`src/rtl/imm_extend_pipe.sv`:
```
// Immediate decoder with sign extension and a DEPTH-entry output FIFO (1-cycle latency).
// Optional saturating illegal-encoding counter enabled by IMM_EXTEND_ERR_CNT_EN.
module imm_extend_pipe #(
    parameter int WIDTH = 32,
    parameter int DEPTH = 2
) (
    input  logic             clk,
    input  logic             rst_n,
    input  logic             in_valid,
    output logic             in_ready,
    input  logic [31:0]      instr,
    input  logic [2:0]       ImmSrc,
    output logic             out_valid,
    input  logic             out_ready,
    output logic [WIDTH-1:0] ImmOp,
    output logic             illegal,
    output logic [7:0]       err_cnt
);

    localparam int AW = (DEPTH > 1) ? $clog2(DEPTH) : 1;
    localparam int CW = $clog2(DEPTH + 1);

    logic [31:0]      imm32;
    logic [WIDTH-1:0] dec_imm;
    logic             dec_ill;

    logic [WIDTH-1:0] imm_mem_q [DEPTH];
    logic             ill_mem_q [DEPTH];

    logic [AW-1:0] wr_ptr_q, wr_ptr_d;
    logic [AW-1:0] rd_ptr_q, rd_ptr_d;
    logic [CW-1:0] cnt_q, cnt_d;
    logic          in_ready_q, in_ready_d;
    logic          push, pop;

    always_comb begin
        imm32   = '0;
        dec_ill = 1'b0;
        case (ImmSrc)
            3'd0:    imm32 = {{20{instr[31]}}, instr[31:20]};
            3'd1:    imm32 = {{20{instr[31]}}, instr[31:25], instr[11:7]};
            3'd2:    imm32 = {{19{instr[31]}}, instr[31], instr[7], instr[30:25],
                              instr[11:8], 1'b0};
            3'd3:    imm32 = {instr[31:12], 12'b0};
            3'd4:    imm32 = {{11{instr[31]}}, instr[31], instr[19:12], instr[20],
                              instr[30:21], 1'b0};
            default: dec_ill = 1'b1;
        endcase
        // Bit 31 of imm32 is always instr[31] for legal codes, so widening as signed
        // gives the required sign extension, including U-type at 64 bits.
        dec_imm = WIDTH'($signed(imm32));
    end

    assign out_valid = (cnt_q != '0);
    assign in_ready  = in_ready_q;
    assign push      = in_valid && in_ready_q;
    assign pop       = out_valid && out_ready;

    always_comb begin
        wr_ptr_d = wr_ptr_q;
        rd_ptr_d = rd_ptr_q;
        cnt_d    = cnt_q;
        if (push) begin
            wr_ptr_d = wr_ptr_q + AW'(1);
        end
        if (pop) begin
            rd_ptr_d = rd_ptr_q + AW'(1);
        end
        case ({push, pop})
            2'b10:   cnt_d = cnt_q + CW'(1);
            2'b01:   cnt_d = cnt_q - CW'(1);
            default: cnt_d = cnt_q;
        endcase
        // Registered so out_ready never reaches in_ready combinationally; a pop while
        // full therefore only reopens the input on the following cycle.
        in_ready_d = (cnt_d < CW'(DEPTH));
    end

    always_ff @(posedge clk or negedge rst_n) begin
        if (!rst_n) begin
            wr_ptr_q   <= '0;
            rd_ptr_q   <= '0;
            cnt_q      <= '0;
            in_ready_q <= 1'b0;
        end else begin
            wr_ptr_q   <= wr_ptr_d;
            rd_ptr_q   <= rd_ptr_d;
            cnt_q      <= cnt_d;
            in_ready_q <= in_ready_d;
        end
    end

    always_ff @(posedge clk) begin
        if (push) begin
            imm_mem_q[wr_ptr_q] <= dec_ill ? '0 : dec_imm;
            ill_mem_q[wr_ptr_q] <= dec_ill;
        end
    end

    assign ImmOp   = out_valid ? imm_mem_q[rd_ptr_q] : '0;
    assign illegal = out_valid ? ill_mem_q[rd_ptr_q] : 1'b0;

`ifdef IMM_EXTEND_ERR_CNT_EN
    logic [7:0] err_cnt_q, err_cnt_d;

    always_comb begin
        err_cnt_d = err_cnt_q;
        if (push && dec_ill && (err_cnt_q != 8'hFF)) begin
            err_cnt_d = err_cnt_q + 8'd1;
        end
    end

    always_ff @(posedge clk or negedge rst_n) begin
        if (!rst_n) begin
            err_cnt_q <= 8'h00;
        end else begin
            err_cnt_q <= err_cnt_d;
        end
    end

    assign err_cnt = err_cnt_q;
`else
    assign err_cnt = 8'h00;
`endif

endmodule

```
`config.mk`:
```
export PLATFORM = sky130hd
export DESIGN_NAME = imm_extend_pipe
export DESIGN_NICKNAME = d
export VERILOG_FILES = /design/src/rtl/imm_extend_pipe.sv
export SDC_FILE = /design/constraint.sdc
export NUM_CORES = 1
export LEC_CHECK = 0
export CORE_MARGIN = 4
export CORE_UTILIZATION = 35
export DETAILED_ROUTE_END_ITERATION = 10
export SETUP_SLACK_MARGIN = 0.2
export SLEW_MARGIN = 5
export SYNTH_ARGS = -nofsm -noshare
export SYNTH_HDL_FRONTEND = slang
export SYNTH_SLANG_ARGS = --single-unit
```
`constraint.sdc`:
```
create_clock -name clk -period 6.85 [get_ports clk]
set_input_delay 1.37 -clock clk [delete_from_list [all_inputs] [get_ports clk]]
set_output_delay 1.37 -clock clk [all_outputs]
set_load 0.02 [all_outputs]
```
Word-level counts from Yosys, hierarchy flattened
Memories as Yosys holds them, arrays and structs flattened.
Index checks and enable logic that the tools add are counted.
Storage, ports and cells
  bits in registers: 5
  latch bits: 0
  bits in writable memories: 66
  ROM bits: 0
  output and inout port bits: 43
  word-level logic and storage cells: 30
  memories: 2
Memory list
  imm_mem_q: words 2, bits a word 32, read ports 1, clocked after Yosys merged registers in 0, write ports 1, line 27  | logic [WIDTH-1:0] imm_mem_q [DEPTH];
  ill_mem_q: words 2, bits a word 1, read ports 1, clocked after Yosys merged registers in 0, write ports 1, line 28  | logic ill_mem_q [DEPTH];
Operators by class
  $add $sub $neg: 4
  $mul: 0
  div/mod/pow operators: 0
  $lt $le $gt $ge: 1
  equality and inequality tests: 6
  shift-type cells: 0
  muxes and demuxes: 8
  bitwise gates (word level): 0
  reduce and logical (&&, ||, !) cells: 5
Operator list (number)
  $pmux 32 s5: 1
  $mux 32: 2
  $eq 3x2->1 const B: 2
  $reduce_or 5->1: 1
  $mux 1: 4
  $pmux 2 s2: 1
  $eq 3x1->1 const B: 1
  $eq 3x3->1 const B: 1
  $logic_not 3->1: 1
  $add 1x1->1 const B: 2
  $add 2x1->2 const B: 1
  $eq 2x1->1 const B: 1
  $eq 2x2->1 const B: 1
  $logic_and 1x1->1: 2
  $lt 2x2->1 const B: 1
  $reduce_bool 2->1: 1
  $sub 2x1->2 const B: 1

Longest topological paths before layout
  word-level depth: 5
  gate-level depth with buffers: 7
  mapped depth without buffers: 7

Worst setup path before layout
Ideal clock, no wire load.
  path kind: in2reg
  start point: input port in_valid
  end point: memory ill_mem_q[0], enable pin
  library setup time: 423 ps
  arrival: 2875 ps
  data required time: 6427 ps
  slack: 3552 ps
  stages: 2
  path buffers: 0
  cell sequence: nand2_1 nor2_1
Between the ends
  cells in the longest elaborated chain, start to end: 3
RTL lines
  start, declared: line 9  | input logic in_valid,
  $logic_and 1x1->1: line 56  | assign push = in_valid && in_ready_q;
  $mux 1: line 94  | if (push) begin
  $mux 1 (not written as such): line 96  | ill_mem_q[wr_ptr_q] <= dec_ill;
  end, declared: line 28
No other way between the ends.

Worst setup path after layout
  start point: register rd_ptr_q
  end point: output port ImmOp[4]
Between the ends
  cells in the longest elaborated chain, start to end: 2
RTL lines
  start, declared: line 31  | logic [AW-1:0] rd_ptr_q, rd_ptr_d;
  start signal, assigned: line 87  | rd_ptr_q <= rd_ptr_d;
  $mem_v2 2x32
  $mux 32: line 100  | assign ImmOp = out_valid ? imm_mem_q[rd_ptr_q] : '0;
  end, declared: line 15  | output logic [WIDTH-1:0] ImmOp,
No other way between the ends.

==> impl_metrics.yaml <==
global_routing:
  grt_max_degree: 35
  grt_pass1_wl_um: 10500
  grt_busiest_layer: "met2"
  antenna_found_initial: 0
  gr-usage-met2: 0.210
  grt_usage: 0.124
  use_met3: 0.0259
  grtUsageMet1: 0.149
  grt-ovfl-total: 0
  grt_pass1_vias: 2039
critical_path:
  critical_path_buf_inv_count: 1
  r2r_slack_ns: 4.55
  cp_slowest_cell: "dfrtp_2"
  crit_type: "register to primary output"
  worstPathMaxFanout: 34
  cp_data_arrival_time_ns: 2.39
  r2r_end: "cnt_q[1]"
  critPathLaunchType: "register"
  crit-reg2reg-launch: "cnt_q[0]"
  crit_path_end_kind: "primary output"
  r2r_cells: 7
  max_stage_delay_ns: 1.02
  crit_required_ns: 5.48
  critPathTopFamily: "flip-flops"
  critical_path.cell_chain: "mux2i_1 -> nor2_1 -> clkdlybuf4s50_1"
synth:
  yosys_warnings: 0
  syn-mean-instance-area_um2: 12.6
  netlist_instances: 262
  synth-seq-area-share: 0.640
  synth_area_leaders: "edfxtp_1 60%, mux2i_1 10%, nor2_1 4.0%"
  synth_edf_count: 66
  synth_top_area_cell: "edfxtp_1"
  ys.flop_type: "edfxtp_1"
  synth.distinct_cells: 29
  async_reset_ff_frac: 0.0704
  synth_top_area_share: 0.602
  syn_area_mm2: 0.00329
  ys_seq_elements: 71
die:
  die_w_um: 105
  num_rows: 35
  core_mm2: 0.00920
  start_util: 0.358
  die_y_um: 105
  pin_count: 82
  die_area_mm2: 0.0110
hold_path:
  min-delay-start: "wr_ptr_q"
  hp-class: "register to register"
  hold_path_end: "wr_ptr_q"
  holdPathStages: 1
power_and_ir_drop:
  irDropWorstVdd_v: 0.000138
  power_density_mw_per_mm2: 404
  leakagePower_nw: 1.58
  power_mw: 1.68
timing:
  setup_slack_ns: 3.09
  fin_crit_ns: 3.76
  finalSetupTns_ns: 0
  finalSetupViolCount: 0
  tightest_slew_ns: 0.995
  fin_crit_sh: 0.548
  slew_headroom: 0.337
  max_freq_mhz: 266
  skew_ns: 0.00529
  grt_setup_unrepaired: "false"
  hold_violations: 0
  slew_viol_final: 0
  whs_ns: 0.513
place:
  dp.cells: 423
  gp_congestion: 0.752
  hpwl_um: 4610
  io_buffer_count: 66
  place_ws_ns: 3.44
  place_area_mm2: 0.00398
clocking:
  cts_hold_buf: 0
  clk_root_buffer_cell: "clkbuf_8"
  numCtsBuffers: 9
  clock-sinks: 71
  clk_latency_ns: 0.33
  htreeDepth: 3
  clk_pin_slew_ns: 0.07
  post_cts_resized: 0
  tritoncts: "yes"
  clk_path_buf_depth: 2
  postCtsSetupRepairBufs: 0
final_layout:
  antennaDiodeCount: 0
  final_area_mm2: 0.00417
  fillerInstances: 866
  seq_area_mm2: 0.00211
  drive_gt1_frac: 0.0701
  multi_input_area_mm2: 0.00105
  post_layout_nonfiller_instances: 439
  final_cell_mix: "66 x edfxtp_1, 66 x clkdlybuf4s50_1, 34 x nor2_1, 34 x mux2i_1, 23 x nand2_1"
  final_util: 0.454
  area_growth_pct: 26.7
  finalNetCount: 363
detailed_routing:
  viasPerCell: 4.72
  drtIter0Drc: 77
  vias: 2072
  drt_pass1_iterations: 4
  wirelength_um: 6710
  wl_per_cell_um: 15.3
  drc_errors: 0
  detail-route-antenna-nets: 0
flow_run:
  max_cap_viol_count: 0
outcome:
  status: "complete, no violations"
-- worst reg2reg max path, cell delays in order, from the launching register on --
cell and delay (ns):
dfrtp_1 0.42, nor2_2 0.47, buf_4 0.39, inv_1 0.09, and2_1 0.19, ha_1 0.30
nor2_1 0.21, xor2_1 0.16
-- registers in the layout, summed over array words and instances (netlist names) --
signal     flops
imm_mem_q     64
cnt_q          2
wr_ptr_q       1
ill_mem_q      2
rd_ptr_q       1
in_ready       1
-- synthesized netlist by cell type (5+ instances only) --
cell type and number:
a21oi_1 17, and2b_1 7, buf_2 6, buf_4 11
clkbuf_1 7, dfrtp_1 5, edfxtp_1 66, mux2i_1 34
nand2_1 23, nor2_1 35, nor2b_1 9, o21ai_0 9
o22ai_1 8
-- per-layer routing --
layer  wire length [µm]  vias up
li1                   -     1035
met1               2850      967
met2               3410       58
met3                313       12
met4                133        0
met5                  0        -
-- worst max-delay path by stage --
stage / startpoint / end / depth (start not counted)
4_1_cts: rd_ptr_q / ImmOp[4] / 3
3_5_place_dp: rd_ptr_q / ImmOp[20] / 3
2_1_floorplan: in_valid / ill_mem_q[0] / 2
5_1_grt: rd_ptr_q / ImmOp[4] / 3
3_3_place_gp: rd_ptr_q / ImmOp[1] / 3
6_report: rd_ptr_q / ImmOp[4] / 3
-- final cells by class --
type,instances,area share
clock inverter,6,0.0147
clock buffer,10,0.0306
timing repair buffer,69,0.164
inverter,1,0.000900
multi-input combinational,171,0.251
sequential,71,0.505
tap,111,0.0333
-- cells by family after synthesis --
logic type	Yosys count	share of synthesized area
simple gates	86	0.125
compound gates	35	0.0570
mux	34	0.103
buf+inv	27	0.0502
flops	71	0.640
xor+xnor	6	0.0160
fa+ha+maj	2	0.00722
other cells	1	0.00114
-- report_power, final --
group | internal, mW | switching, mW | total [mW] | leakage (nW)
Sequential | 0.581 | 0.0782 | 0.660 | 0.675
Clock | 0.167 | 0.151 | 0.318 | 0.0960
Combinational | 0.338 | 0.369 | 0.707 | 0.814
Total | 1.09 | 0.598 | 1.68 | 1.58
No activity file was read; power rests on OpenSTA's default activity.
